### src/rtl/pipe_ctrl_pkg.sv
// rtl/pipe_ctrl_pkg.sv - shared types and constants for the pipeline controller
package ctrl_pkg;

    // Stage indices of the fixed front end; the last stage is WB.
    localparam int IF = 0;
    localparam int ID = 1;
    localparam int EX = 2;

    // Stored register tags are zero-extended to this width so the record
    // type can stay parameter-free; REG_ADDR_W must not exceed it.
    localparam int REG_RD_W = 8;

    typedef enum logic [1:0] {
        ST_IDLE  = 2'd0,
        ST_RUN   = 2'd1,
        ST_DRAIN = 2'd2,
        ST_DONE  = 2'd3
    } ctrl_state_e;

    typedef struct packed {
        logic                valid;
        logic [REG_RD_W-1:0] rd;
        logic                wr_en;
        logic                is_load;
    } stage_rec_t;

endpackage

### src/rtl/pipe_ctrl_if.sv
// rtl/pipe_ctrl_if.sv - ID/EX attributes in, per-stage status and stall/flush controls out
interface pipe_ctrl_if #(
    parameter int NUM_STAGES = 5,
    parameter int REG_ADDR_W = 5
);
    logic                  if_valid;
    logic [REG_ADDR_W-1:0] id_rs;
    logic [REG_ADDR_W-1:0] id_rt;
    logic                  id_rs_used;
    logic                  id_rt_used;
    logic [REG_ADDR_W-1:0] id_rd;
    logic                  id_wr_en;
    logic                  id_is_load;
    logic                  ex_redirect;
    logic [NUM_STAGES-1:0] stage_valid;
    logic                  stall_if;
    logic                  stall_id;
    logic                  bubble_ex;
    logic                  flush;

    // Core side: supplies instruction attributes, obeys the controls.
    modport master (
        output if_valid, id_rs, id_rt, id_rs_used, id_rt_used,
               id_rd, id_wr_en, id_is_load, ex_redirect,
        input  stage_valid, stall_if, stall_id, bubble_ex, flush
    );

    // Controller side.
    modport slave (
        input  if_valid, id_rs, id_rt, id_rs_used, id_rt_used,
               id_rd, id_wr_en, id_is_load, ex_redirect,
        output stage_valid, stall_if, stall_id, bubble_ex, flush
    );
endinterface

### src/rtl/pipe_ctrl_hazard_chk.sv
// rtl/pipe_ctrl_hazard_chk.sv - load-use comparison of ID sources against the load shadow window
module hazard_chk
    import ctrl_pkg::*;
#(
    parameter int LOAD_LAT   = 1,
    parameter int REG_ADDR_W = 5
) (
    input  logic                  id_valid,
    input  logic [REG_ADDR_W-1:0] id_rs,
    input  logic [REG_ADDR_W-1:0] id_rt,
    input  logic                  id_rs_used,
    input  logic                  id_rt_used,
    input  stage_rec_t            win [LOAD_LAT],
    output logic                  haz
);

    // Any in-flight load whose data is not yet forwardable and whose
    // nonzero destination feeds a used ID source forces a stall.
    always_comb begin
        haz = 1'b0;
        for (int i = 0; i < LOAD_LAT; i++) begin
            if (id_valid && win[i].valid && win[i].is_load && win[i].wr_en &&
                (win[i].rd != '0)) begin
                if ((id_rs_used && (win[i].rd == REG_RD_W'(id_rs))) ||
                    (id_rt_used && (win[i].rd == REG_RD_W'(id_rt)))) begin
                    haz = 1'b1;
                end
            end
        end
    end

endmodule

### src/rtl/pipe_ctrl.sv
// rtl/pipe_ctrl.sv - pipeline sequencing, load-use stall and redirect squash controller
module pipe_ctrl
    import ctrl_pkg::*;
#(
    parameter int NUM_STAGES = 5,
    parameter int REG_ADDR_W = 5,
    parameter int LOAD_LAT   = 1,
    parameter int CNT_W      = 32
) (
    input  logic             clk,
    input  logic             rstb,
    input  logic             start,
    input  logic             opr_finished,
    pipe_ctrl_if.slave       pif,
    output logic             busy,
    output logic             done,
    output logic [CNT_W-1:0] retired,
    output logic [CNT_W-1:0] stall_cnt
);

    localparam logic [1:0] S_IDLE  = ST_IDLE;
    localparam logic [1:0] S_RUN   = ST_RUN;
    localparam logic [1:0] S_DRAIN = ST_DRAIN;
    localparam logic [1:0] S_DONE  = ST_DONE;

    logic [1:0]            state;
    logic                  v_if;
    logic                  v_id;
    stage_rec_t            rec [EX:NUM_STAGES-1];
    stage_rec_t            win [LOAD_LAT];
    stage_rec_t            ex_next;
    logic [NUM_STAGES-1:0] sv;
    logic                  haz;
    logic                  redirect;
    logic                  haz_eff;
    logic                  fetch_en;

    // Stages EX..EX+LOAD_LAT-1 hold loads whose data is not yet forwardable.
    always_comb begin
        for (int i = 0; i < LOAD_LAT; i++) begin
            win[i] = rec[EX+i];
        end
    end

    hazard_chk #(
        .LOAD_LAT   (LOAD_LAT),
        .REG_ADDR_W (REG_ADDR_W)
    ) u_hazard_chk (
        .id_valid   (v_id),
        .id_rs      (pif.id_rs),
        .id_rt      (pif.id_rt),
        .id_rs_used (pif.id_rs_used),
        .id_rt_used (pif.id_rt_used),
        .win        (win),
        .haz        (haz)
    );

    // A redirect squashes the ID instruction, so a stall for it is pointless.
    assign redirect = pif.ex_redirect & rec[EX].valid;
    assign haz_eff  = haz & ~redirect;
    assign fetch_en = (state == S_RUN) & ~opr_finished;

    assign pif.stall_if  = haz_eff;
    assign pif.stall_id  = haz_eff;
    assign pif.bubble_ex = haz_eff;
    assign pif.flush     = redirect;

    // Gather per-stage valid bits into one vector.
    always_comb begin
        sv     = '0;
        sv[IF] = v_if;
        sv[ID] = v_id;
        for (int k = EX; k < NUM_STAGES; k++) begin
            sv[k] = rec[k].valid;
        end
    end

    assign pif.stage_valid = sv;

    // Record entering EX: the ID instruction, or a bubble on stall/squash.
    always_comb begin
        ex_next = '0;
        if (!(redirect || haz_eff)) begin
            ex_next.valid   = v_id;
            ex_next.rd      = REG_RD_W'(pif.id_rd);
            ex_next.wr_en   = pif.id_wr_en;
            ex_next.is_load = pif.id_is_load;
        end
    end

    // Advance the pipeline: IF/ID hold on stall, clear on redirect; EX onward always shifts.
    always_ff @(posedge clk or negedge rstb) begin
        if (!rstb) begin
            v_if <= 1'b0;
            v_id <= 1'b0;
            for (int k = EX; k < NUM_STAGES; k++) begin
                rec[k] <= '0;
            end
        end else begin
            if (redirect) begin
                v_if <= 1'b0;
                v_id <= 1'b0;
            end else if (!haz_eff) begin
                v_if <= fetch_en & pif.if_valid;
                v_id <= v_if;
            end
            rec[EX] <= ex_next;
            for (int k = EX + 1; k < NUM_STAGES; k++) begin
                rec[k] <= rec[k-1];
            end
        end
    end

    // Operation sequencing: start, drain until empty, one DONE cycle.
    always_ff @(posedge clk or negedge rstb) begin
        if (!rstb) begin
            state <= S_IDLE;
        end else begin
            case (state)
                S_IDLE:  if (start) state <= S_RUN;
                S_RUN:   if (opr_finished) state <= S_DRAIN;
                S_DRAIN: if (sv == '0) state <= S_DONE;
                default: state <= S_IDLE;
            endcase
        end
    end

    assign busy = (state == S_RUN) || (state == S_DRAIN);
    assign done = (state == S_DONE);

    // Saturating retire and stall counters.
    always_ff @(posedge clk or negedge rstb) begin
        if (!rstb) begin
            retired   <= '0;
            stall_cnt <= '0;
        end else begin
            if (rec[NUM_STAGES-1].valid && (retired != '1)) begin
                retired <= retired + CNT_W'(1);
            end
            if (haz_eff && (stall_cnt != '1)) begin
                stall_cnt <= stall_cnt + CNT_W'(1);
            end
        end
    end

endmodule

### src/flat_wrapper.sv
// flat-port wrapper written by rule: the top's interface ports become plain ports
module pipe_ctrl_flat import ctrl_pkg::*;
#(
    parameter int NUM_STAGES = 5,
    parameter int REG_ADDR_W = 5,
    parameter int LOAD_LAT   = 1,
    parameter int CNT_W      = 32
)
  (clk, rstb, start, opr_finished, busy, done, retired, stall_cnt, pif_if_valid, pif_id_rs, pif_id_rt, pif_id_rs_used, pif_id_rt_used, pif_id_rd, pif_id_wr_en, pif_id_is_load, pif_ex_redirect, pif_stage_valid, pif_stall_if, pif_stall_id, pif_bubble_ex, pif_flush);
  pipe_ctrl_if #(.NUM_STAGES(NUM_STAGES), .REG_ADDR_W(REG_ADDR_W)) pif_i ();
  input  logic clk;
  input  logic rstb;
  input  logic start;
  input  logic opr_finished;
  output logic busy;
  output logic done;
  output logic [CNT_W-1:0] retired;
  output logic [CNT_W-1:0] stall_cnt;
  input wire logic [$bits(pif_i.if_valid)-1:0] pif_if_valid;
  input wire logic [$bits(pif_i.id_rs)-1:0] pif_id_rs;
  input wire logic [$bits(pif_i.id_rt)-1:0] pif_id_rt;
  input wire logic [$bits(pif_i.id_rs_used)-1:0] pif_id_rs_used;
  input wire logic [$bits(pif_i.id_rt_used)-1:0] pif_id_rt_used;
  input wire logic [$bits(pif_i.id_rd)-1:0] pif_id_rd;
  input wire logic [$bits(pif_i.id_wr_en)-1:0] pif_id_wr_en;
  input wire logic [$bits(pif_i.id_is_load)-1:0] pif_id_is_load;
  input wire logic [$bits(pif_i.ex_redirect)-1:0] pif_ex_redirect;
  output wire logic [$bits(pif_i.stage_valid)-1:0] pif_stage_valid;
  output wire logic [$bits(pif_i.stall_if)-1:0] pif_stall_if;
  output wire logic [$bits(pif_i.stall_id)-1:0] pif_stall_id;
  output wire logic [$bits(pif_i.bubble_ex)-1:0] pif_bubble_ex;
  output wire logic [$bits(pif_i.flush)-1:0] pif_flush;
  assign pif_i.if_valid = pif_if_valid;
  assign pif_i.id_rs = pif_id_rs;
  assign pif_i.id_rt = pif_id_rt;
  assign pif_i.id_rs_used = pif_id_rs_used;
  assign pif_i.id_rt_used = pif_id_rt_used;
  assign pif_i.id_rd = pif_id_rd;
  assign pif_i.id_wr_en = pif_id_wr_en;
  assign pif_i.id_is_load = pif_id_is_load;
  assign pif_i.ex_redirect = pif_ex_redirect;
  assign pif_stage_valid = pif_i.stage_valid;
  assign pif_stall_if = pif_i.stall_if;
  assign pif_stall_id = pif_i.stall_id;
  assign pif_bubble_ex = pif_i.bubble_ex;
  assign pif_flush = pif_i.flush;
  pipe_ctrl #(.NUM_STAGES(NUM_STAGES), .REG_ADDR_W(REG_ADDR_W), .LOAD_LAT(LOAD_LAT), .CNT_W(CNT_W)) u_core (.clk(clk), .rstb(rstb), .start(start), .opr_finished(opr_finished), .pif(pif_i), .busy(busy), .done(done), .retired(retired), .stall_cnt(stall_cnt));
endmodule
### config.mk
export PLATFORM = sky130hd
export DESIGN_NAME = pipe_ctrl_flat
export DESIGN_NICKNAME = d
export VERILOG_FILES = /design/src/rtl/pipe_ctrl_pkg.sv /design/src/rtl/pipe_ctrl_if.sv /design/src/rtl/pipe_ctrl_hazard_chk.sv /design/src/rtl/pipe_ctrl.sv /design/src/flat_wrapper.sv
export SDC_FILE = /design/constraint.sdc
export NUM_CORES = 1
export LEC_CHECK = 0
export BUFFER_PORTS_ARGS = -buffer_cell sky130_fd_sc_hd__buf_2
export CORE_MARGIN = 4
export CORE_UTILIZATION = 48
export DETAILED_ROUTE_END_ITERATION = 8
export PLACE_DENSITY_LB_ADDON = 0.3
export SYNTH_ARGS = -nofsm -noshare
export SYNTH_HDL_FRONTEND = slang
export SYNTH_SLANG_ARGS = --single-unit
### constraint.sdc
create_clock -name clk -period 2.22 [get_ports clk]
set_input_delay 0.333 -clock clk [delete_from_list [all_inputs] [get_ports clk]]
set_output_delay 0.333 -clock clk [all_outputs]
set_load 0.03 [all_outputs]
Yosys cells after proc, flatten, opt, wreduce, memory -nomap -nowiden
Index checks and enable logic that the tools add are counted.

operators by class
  $add $sub $neg = 2
  equality and inequality tests = 11
  multiplexer cells = 11
  bitwise gates (word level) = 6
  reduce and logical (&&, ||, !) cells = 15

operator list
  operator                 number
  $add A32 B1 Y32 const B  2
  $ne A32 B32 Y1 const B   2
  $eq A8 B5 Y1             2
  $mux W11                 1
  $logic_and A1 B1 Y1      8
  $reduce_bool A8 Y1       1
  $mux W1                  6
  $mux W2                  3
  $pmux W2 S3              1
  $logic_not A5 Y1         1
  $and A1 B1 Y1            4
  $eq A2 B2 Y1 const B     2
  $ne A2 B1 Y1 const B     2
  $ne A2 B2 Y1 const B     2
  $logic_or A1 B1 Y1       3
  $reduce_and A3 Y1        1
  $eq A2 B1 Y1 const B     1
  $logic_not A2 Y1         1
  $not A1 Y1               2

storage, ports and cells
  register bits after elaboration = 81
  bits of input ports = 25
  output and inout port bits = 75
  word-level logic and storage cells = 56

Depth between registers and ports, before layout
Gate-level depths: netlist of run 1.

  word-level depth = 8
  depth in mapped cells = 9

Cells and area by module
A second synthesis of run 1 with hierarchy kept.

second synthesis, totals
  cells, all modules = 365
  area total of the unflattened synthesis = 3836.2 um2

modules (own cells, without submodules)
  module      instances  cells each  area an instance (um2)
  pipe_ctrl   1          346         3684.8
  hazard_chk  1          19          151.4

Worst setup path before layout of run 1
No wires, ideal clock.

  kind = flip-flop to flip-flop
  from = register u_core.stall_cnt[0]
  to = register u_core.stall_cnt[5]
  data arrival time = 2180 ps
  data required time = 2082 ps
  setup slack = -98 ps
  cell stages (with the launch flop) = 9
  period minus slack after synthesis = 2318 ps
  cell sequence = dfrtp_1 -> ha_1 -> nand3_1 -> or4_1 -> buf_2 -> or3_1 -> buf_2 -> and3_1 -> xor2_1

on the way
  longest elaborated chain between the ends = 2

ends and longest elaborated chain
  element                                                  RTL line          text
  start, declared                                          pipe_ctrl.sv:18   output logic [CNT_W-1:0] stall_cnt
  start signal, assigned                                   pipe_ctrl.sv:141  stall_cnt <= stall_cnt + CNT_W'(1);
  branches (longest 2 deep; another with $add A32 B1 Y32)  -

Parallel ways; which one is timed is not known.
A chain may end at the register's enable or synchronous reset.

Worst setup path in the final report of run 1
  from = register u_core.rec[26] in the netlist's numbering
  to = output pif_stall_id

on the way
  longest elaborated chain between the ends = 6

ends and longest elaborated chain
  element                                 RTL line                                                text
  start, declared                         pipe_ctrl.sv:29                                         stage_rec_t rec [EX:NUM_STAGES-1];
  start signal, assigned by index         pipe_ctrl.sv:107                                        rec[EX] <= ex_next;
  start signal, assigned by index         pipe_ctrl.sv:109                                        rec[k] <= rec[k-1];
  $eq A8 B5 Y1 (on tied branches)         pipe_ctrl_hazard_chk.sv:24, pipe_ctrl_hazard_chk.sv:25
  $logic_and A1 B1 Y1 (on tied branches)  pipe_ctrl_hazard_chk.sv:24, pipe_ctrl_hazard_chk.sv:25
  $logic_or A1 B1 Y1                      pipe_ctrl_hazard_chk.sv:24                              if ((id_rs_used && (win[i].rd == REG_RD_W'(id_rs))) ||
  $mux W1                                 pipe_ctrl_hazard_chk.sv:24
  $mux W1 *                               pipe_ctrl_hazard_chk.sv:22                              if (id_valid && win[i].valid && win[i].is_load && win[i].wr_en &&
  $and A1 B1 Y1 *                         pipe_ctrl.sv:60                                         assign haz_eff = haz & ~redirect;
  end, declared                           flat_wrapper.sv:30                                      output wire logic [$bits(pif_i.stall_id)-1:0] pif_stall_id;

Every way passes the cells marked *; elsewhere a longest branch is shown, timed or not.

==> results of run 1 <==
==> sequential cells by signal (all words and copies together), names as in the netlist <==
signal,cells
u_core.v_if,1
u_core.rec,7
u_core.retired,32
u_core.v_id,1
u_core.pif.stage_valid,3
u_core.stall_cnt,32
u_core.state,2
==> cells by family after synthesis <==
| family | Yosys count | synth area share, % |
|---|---|---|
| buffers and inverters | 28 | 3.58 |
| AOI/OAI and AO/OA | 10 | 1.89 |
| xor gates and xnor gates | 70 | 16.0 |
| DFF | 78 | 50.8 |
| muxes | 4 | 1.17 |
| adders and majority gates | 6 | 1.95 |
| and+or+nand+nor | 172 | 24.6 |
==> cells in the final DEF, fill, tap and decap left out, types with 2 or more instances in the layout <==
| cell type | Yosys | final |
|---|---|---|
| sky130_fd_sc_hd__buf_2 | 2 | 97 |
| sky130_fd_sc_hd__dfrtp_1 | 78 | 72 |
| sky130_fd_sc_hd__xnor2_1 | 36 | 36 |
| sky130_fd_sc_hd__nand2_1 | 35 | 35 |
| sky130_fd_sc_hd__xor2_1 | 34 | 34 |
| sky130_fd_sc_hd__nor2_1 | 25 | 25 |
| sky130_fd_sc_hd__nand3_1 | 24 | 24 |
| sky130_fd_sc_hd__nand4_1 | 20 | 20 |
| sky130_fd_sc_hd__buf_4 | 8 | 18 |
| sky130_fd_sc_hd__nor3_1 | 15 | 15 |
| sky130_fd_sc_hd__inv_1 | 13 | 13 |
| sky130_fd_sc_hd__nor4_1 | 12 | 12 |
| sky130_fd_sc_hd__clkbuf_8 | 0 | 10 |
| sky130_fd_sc_hd__and2_1 | 9 | 9 |
| sky130_fd_sc_hd__and3_1 | 8 | 8 |
| sky130_fd_sc_hd__ha_1 | 6 | 6 |
| sky130_fd_sc_hd__dfrtp_2 | 0 | 6 |
| sky130_fd_sc_hd__a21oi_1 | 4 | 4 |
| sky130_fd_sc_hd__mux2_2 | 4 | 4 |
| sky130_fd_sc_hd__nor2b_1 | 3 | 3 |
| sky130_fd_sc_hd__and4_1 | 3 | 3 |
| sky130_fd_sc_hd__nor4_2 | 3 | 3 |
| sky130_fd_sc_hd__or3_1 | 3 | 3 |
| sky130_fd_sc_hd__or3_2 | 2 | 2 |
| sky130_fd_sc_hd__clkinvlp_4 | 0 | 2 |
==> worst max-delay path: cells and delay by family (launching register included) <==
| family | cells | cell delay, ns |
|---|---|---|
| XOR/XNOR | 1 | 0.20 |
| AND/OR/NAND/NOR | 2 | 0.27 |
| flip-flops | 1 | 0.43 |
| AO/OA/AOI/OAI | 1 | 0.24 |
| buffers and inverters | 2 | 0.32 |
==> power groups by stage <==
stage          logic, mW  clock network [mW]  registers [mW]
6_report           0.500                1.06            1.57
5_1_grt            0.556                1.17            1.59
4_1_cts            0.511                1.09            1.57
3_5_place_dp       0.508                   0            1.60
3_3_place_gp       0.486                   0            1.60
2_1_floorplan      0.315                   0            1.64
==> worst min path at each step <==
stage                           endpoint  cells after the start
3_3_place_gp          u_core.retired[10]                      1
2_1_floorplan  u_core.pif.stage_valid[2]                      0
3_5_place_dp          u_core.retired[11]                      1
5_1_grt                   u_core.rec[25]                      2
6_report                  u_core.rec[28]                      2
4_1_cts                   u_core.rec[28]                      2
==> metrics by stage <==
step | power (mW) | area [um2]
final | 3.14 | 4770
after global routing | 3.31 | 4770
after global placement | 2.08 | 4530
after floorplan | 1.95 | 3850
after detailed placement | 2.11 | 4530
after CTS | 3.18 | 4750
==> layer usage <==
metal | vias to the layer above | share of wire (%) | wire (um)
li1 | 1485 | - | -
met1 | 1488 | 45 | 3750
met2 | 81 | 49 | 4090
met3 | 10 | 5.6 | 470
met4 | 0 | 1.2 | 102
met5 | - | 0 | 0
==> what timing repair did <==
action / CTS / global route
gates cloned: 0 / 0
pin swaps: 0 / 1
setup endpoints to repair: 3 / 9
setup buffers: 0 / 1
endpoints found under the hold margin: 26 / 0
hold buffers: 1 / 0
gates resized for setup: 2 / 6
==> layout make-up <==
class | count | share of cell area [%]
Clock inverter | 5 | 1.23
Timing Repair Buffer | 118 | 13.8
Sequential cell | 78 | 41.0
Multi-Input combinational cell | 262 | 37.1
Tap cell | 102 | 2.67
Inverter | 14 | 1.21
Clock buffer | 11 | 2.96
==> run summary, run 1 <==
The met3 layer usage reported by global route is 4.45%. The total count of hold-check failures in the final report is 0. The routed length per placed instance came out at 14.3 um.

The area growth from synthesis to final layout came out at 24.3%. The synthesized design devotes to its leading area cell type 50.8% of total area. The sink count of the clock tree came out at 78. The number of buffers created by CTS is 9. By count the netlist is led by 78 x sky130_fd_sc_hd__dfrtp_1, 36 x sky130_fd_sc_hd__xnor2_1, 35 x sky130_fd_sc_hd__nand2_1. The portion of total power attributed to the clock network is 33.8%.

In the routed design, unresolved DRC markers number 0. The origin of the critical flop-to-flop path is u_core.stall_cnt[25]. At the placement stage, the worst setup path has a slack of 0.0533 ns. The starting density of the core is 49.4%. The number of max-cap violations came out at 0. The first global-routing pass estimated 14,400 um of wire.

STA classifies the critical path startpoint as a register. The capturing point of the worst reg2reg path is u_core.stall_cnt[13]. The most critical setup path has its startpoint at u_core.rec[26].

Across the routed clock network, the largest skew measured is 0.00984 ns. The arrival time of the worst setup path came out at 1.81 ns. The cell area after synthesis is 3840 um2. The time the final worst path needs with I/O delays and setup came out at 2.14 ns. The maximum operating frequency came out at 467 MHz. The worst-case clock buffer depth came out at 2. The multi-input logic area came out at 1770 um2.

Sequential cells burn 50.2% of the power. The share of synthesized area occupied by flip-flops and latches came out at 50.8%. The number of top-level design ports came out at 100.

By instance count, the leading cell after synthesis is sky130_fd_sc_hd__dfrtp_1. The flow ran to the end, and the final reports show no timing, DRC or antenna violations. Summed over all nets, the switching power comes to 903 uW. In this run the most used layer during global routing was met2. The number of I/O port buffers came out at 99. The violation count after the first detailed-routing iteration is 93. The clock latency at the later pin of the worst-skew pair is 0.35 ns. At the end of the flow the core is filled with cells to 61.5%.

The post-route clock period utilization is 96.4%. The number of global-route vias before repair was 3,041. By area the synthesized netlist is led by sky130_fd_sc_hd__dfrtp_1 51%, sky130_fd_sc_hd__xnor2_1 8.2%, sky130_fd_sc_hd__xor2_1 7.8%, sky130_fd_sc_hd__nand2_1 3.4%, sky130_fd_sc_hd__nand4_1 3.3%. Cells with a size suffix above 1 make up 32.6% of the layout.

The transition at the pin with the smallest max-transition slack is 0.591 ns. The number of pins with negative max-slew slack in the final report was 0. The number of placement rows is 32. The synthesized design contains 0 enable-type register cells. The number of cells in the finished layout apart from fillers is 590. In this run switching power makes up 28.8% of total power. The mean area per synthesized cell is 10.4 um2. The total routing usage reported by global routing is 18.3%. The slowest stage of the critical path belongs to the cell sky130_fd_sc_hd__dfrtp_1. Traced cell by cell, the critical path runs through xnor2_1 > nand4_1 > o22ai_2 > nand2_4 > inv_6 > buf_2. The hold path startpoint is pif_id_rd[4].

The sort of element at the end of the critical path is an output pin. On the worst path, the slowest cell contributes a delay of 0.43 ns. Measured along the x axis, the die boundary spans 97.4 um.

Combinational cells account for 16.0% of the total power. The fraction of met1 tracks used by global routing came out at 23.8%. The minimum hold slack is 0.183 ns. The die covers 9490 um2. The worst supply voltage drop on vdd came out at 306 uV. The die height came out at 97.4 um. sky130_fd_sc_hd__dfrtp_1 takes more of the synthesized area than any other cell. Entering global routing, the biggest net connects 39 pins. The sum of overflow across all layers after global routing is 0. Setup violations remaining at the end of the flow were counted as 0.

The dominant register cell in the synthesized netlist is sky130_fd_sc_hd__dfrtp_1. The number of inserted diodes is 0. The core region is 7770 um2. The least setup slack across all paths after layout came out at 0.0807 ns. The internal power contribution is 2.23 mW. In this run the worst hold path is classified as in2reg. The highest net fanout along the worst path is 9.

In this run, synthesis produced a sequential element count of 78. Clock tree synthesis selected as its root buffer the cell sky130_fd_sc_hd__clkbuf_8. TritonCTS built the clock tree. The met2 track utilization from global routing is 30.2%. The worst setup path is of the reg2out kind. The share of synthesized registers carrying an async set or reset is 100%. The register area came out at 1960 um2.

The register clock-pin slew on the reported worst setup and hold paths is 0.08 ns. The maximum level of the CTS H-tree came out at 3. The warning count from the yosys run is 0. The leakage power summed over all cells came out at 2.48 nW. The global placement routability congestion came out at 0.871. The fill cell instance count of the final layout is 710. The routed layout has 3,064 vias. The worst register-to-register path has a depth of 6.

The initial antenna violation count is 0. The number of optimization iterations in the first detailed-route pass came out at 4. The final layout contains routed wiring with a total length of 8420 um. The relative slew slack is 60.6%. The net count reported at finish is 514. The worst endpoint required time is 1.89 ns. The number of vias per cell came out at 5.19.

The number of distinct library cells after synthesis is 39. The number of nets produced by synthesis came out at 399. The power density normalized to cell area came out at 657 nW/um2. The final HPWL from detailed placement is 6440 um. In this run the remaining antenna-violating nets after routing total 0.

The flop-to-flop setup slack is 0.11 ns. The total placed cells including tap cells is 572. The synthesized netlist cell count came out at 368.

The final-layout setup total negative slack came out at 0 ns. Following the worst setup path forward leads to its endpoint at pif_stall_id.
(Power assumes the default switching activity.)
==> run 2, diff against run 1 <==
--- a/config.mk
+++ b/config.mk
@@ -6,7 +6,6 @@
 export NUM_CORES = 1
 export LEC_CHECK = 0
 export BUFFER_PORTS_ARGS = -buffer_cell sky130_fd_sc_hd__buf_2
-export CORE_MARGIN = 4
 export CORE_UTILIZATION = 48
 export DETAILED_ROUTE_END_ITERATION = 8
 export PLACE_DENSITY_LB_ADDON = 0.3
==> run 2 against run 1 <==
Hold slack gained 0.0011 ns. Largest power group unchanged. Worst setup slack improved by 0.024 ns. Global-route usage rose by 3.7 points. Sequential share of layout area decreased by 0.77 points. Wire length increased by 2.5%. Total power grew 3.4%. Final cell count is 0.85% higher. Design area up 1.9%. Clock skew hardly changed. Highest routed layer unchanged.
==> run summary, run 2 (synthesis gave the netlist of run 1 again) <==
The flow ran to the end, and the final reports show no timing, DRC or antenna violations. The violation count after the first detailed-routing iteration came out at 90 (-3.2%). The worst-case clock buffer depth came out at 2 (unchanged). The register clock-pin slew on the reported worst setup and hold paths came out at 0.08 ns (about the same). The total count of hold-check failures in the final report is 0 (unchanged). The switching portion of total power came out at 27.9% (-0.85 points). The number of inserted diodes came to 0 (unchanged). The remaining routing DRC violations came out at 0 (unchanged). The sink count of the clock tree is 78 (unchanged). The arrival time of the worst setup path was 2.33 ns (+0.52 ns).

The area enclosed by the die boundary is 8360 um2 (-12%). The total wirelength of the detailed-routed design was 8630 um (+2.5%). The leakage power summed over all cells is 2.52 nW (+1.5%). The number of buffers created by CTS was 9 (unchanged). TritonCTS built the clock tree.

The routed length per placed instance is 14.5 um (+1.6%). The final HPWL from detailed placement is 6300 um (-2.1%). The sum of overflow across all layers after global routing is 0 (unchanged). The portion of total power attributed to the clock network is 35.9% (+2.1 points). The die width came out at 91.4 um (-6.2%). The top metal layer carrying routed signals is met4. The largest stage delay on the critical path is 0.46 ns (+0.03 ns). The relative slew slack was 61.6% (+1.1 points).

In this run the worst hold path is classified as in2reg. The total routing usage reported by global routing was 22.0% (+3.7 points). On the critical path, the stage with the largest delay is an instance of sky130_fd_sc_hd__nor4_1. The final-layout setup total negative slack is 0 ns (unchanged).

The largest registers in the layout are u_core.retired (32), u_core.stall_cnt (32), u_core.rec (7). The number of placement rows is 32 (unchanged). The die height is 91.4 um (-6.2%).

The power density normalized to cell area was 666 nW/um2 (+1.5%). The clock skew after layout came to 0.0102 ns (+0.000382 ns). The area growth from synthesis to final layout is 26.7%. The remaining antenna violation count came to 0 (unchanged).

The global-route wire length before repair came to 14,400 um (+0.53%). The critical path is of the reg2reg type. STA classifies the critical path endpoint as a register. The number of cells in the finished layout apart from fillers is 595 (+0.85%). The number of pins with negative max-slew slack in the final report came to 0 (unchanged). The number of I/O port buffers came to 99 (unchanged). The placeable core area came out at 7730 um2 (-0.52%). The sequential power share is 48.7% (-1.5 points). The met1 wire length was 3700 um (-1.5%). The number of top-level design ports is 100 (unchanged). The power consumption came to 3.24 mW (+3.4%). The transition at the pin with the smallest max-transition slack is 0.576 ns (-0.0158 ns). The signal on the critical path passes through xnor2_1 > nand4_1 > o22ai_2 > nand2_2 > buf_4 > buf_4 > nor4_1 > xor2_1. The proportion of layout cells with a drive suffix above 1 came out at 34.1% (+1.5 points). The pin count of the biggest net entering global routing was 46 (+18%).

The combinational share of power is 15.4% (-0.6 points). The starting density of the core came to 49.7% (+0.26 points). The clock latency at the later pin of the worst-skew pair came out at 0.35 ns (about the same). The post-route clock period utilization came out at 95.3% (-1.1 points). The time the final worst path needs with I/O delays and setup came out at 2.11 ns (-0.0243 ns). In this design, the largest share of critical-path delay is due to simple AND/OR/NAND/NOR gates.

The post-place instance area came out at 4560 um2 (+0.66%). The number of max-cap violations is 0 (unchanged). The number of failing setup endpoints in the final timing report is 0 (unchanged). The net load switching power was 906 uW (+0.36%). The global placement routability congestion is 0.872 (+0.15%). The total placed cells including tap cells is 576 (+0.70%).

The detailed-route via count is 3,140 (+2.5%). The maximum operating frequency came out at 473 MHz (+1.1%). The initial antenna violation count came out at 0 (unchanged). The highest net fanout along the worst path came out at 12 (+3). The count of buffering cells on the critical path with inverters included was 2 (unchanged).

The worst endpoint required time came to 2.43 ns (+0.54 ns). The routed length on met3 is 315 um (-33%). The cell repeated most along the worst path is sky130_fd_sc_hd__buf_4.

The met2 layer wire length in the routed design is 4450 um (+8.7%). The worst supply voltage drop on vdd is 412 uV (+35%). Setup repair after global routing left no endpoint under its margin.

The most common cell after layout, fill and taps aside is sky130_fd_sc_hd__buf_2. The internal power contribution is 2.34 mW (+4.6%). The root buffer cell is sky130_fd_sc_hd__clkbuf_8. The library cells used most frequently in the layout, excluding fill and tap cells, are 98 x sky130_fd_sc_hd__buf_2, 72 x sky130_fd_sc_hd__dfrtp_1, 36 x sky130_fd_sc_hd__xnor2_1, 35 x sky130_fd_sc_hd__nand2_1, 34 x sky130_fd_sc_hd__xor2_1. The net count reported at finish is 520 (+1.2%). The worst setup path is launched from a register. The maximum level of the CTS H-tree came out at 3 (unchanged). The number of vias per cell came out at 5.28 (+1.6%). The post-route cell area is 4870 um2 (+1.9%). The number of global-route vias before repair is 3,091 (+1.6%). The number of optimization iterations in the first detailed-route pass came to 4 (unchanged).
==> run 2: cell type report <==
| cell class | count | area [um2] |
|---|---|---|
| Clock buffer | 11 | 141 |
| Clock inverter | 4 | 72.6 |
| Fill cell | 628 | 2860 |
| Inverter | 14 | 53.8 |
| Multi-Input combinational cell | 262 | 1800 |
| Sequential cell | 78 | 1960 |
| Tap cell | 102 | 128 |
| Timing Repair Buffer | 124 | 713 |
==> run 2: power groups by stage <==
stage	clock network, mW	registers (mW)	logic, mW
floorplan	0	1.64	0.315
global placement	0	1.60	0.485
detailed placement	0	1.61	0.500
CTS	1.18	1.58	0.503
global route	1.23	1.59	0.547
finish	1.16	1.58	0.498
==> run 2: per-layer routing <==
metal  global-route usage, %  vias to the layer above
li1                        -                     1505
met1                    26.2                     1551
met2                    38.7                       70
met3                    3.52                       14
met4                    10.4                        0
met5                       0                        -
==> run 2: worst paths after layout <==
kind,endpoint,cells past startpoint,slack [ns],startpoint
max reg2reg,u_core.stall_cnt[6],8,0.11,u_core.rec[28]
max in group asynchronous,u_core.stall_cnt[10],3,1.13,rstb
min,u_core.rec[22],2,0.18,pif_id_is_load
min in group asynchronous,u_core.state[0],2,0.48,rstb
max,u_core.stall_cnt[6],8,0.11,u_core.rec[28]
min reg2reg,u_core.pif.stage_valid[4],0,0.41,u_core.pif.stage_valid[3]
==> run 2: timing repair <==
action                     in CTS  in global routing
hold endpoints to repair       33                  0
setup endpoints to repair       3                 15
resized for setup               1                  8
hold buffers                    1                  0
pin swaps                       1                  1
setup buffers                   2                  1
==> run 2: per-stage QoR <==
stage	utilization [%]	worst slack (ns)	hold WS, ns
detailed placement	59.0	0.0556	0.322
floorplan	-	0.00333	0.0374
finish	63.0	0.105	0.185
global placement	59.0	0.137	0.318
CTS	62.3	0.0358	0.172
global route	63.0	0.0128	0.183
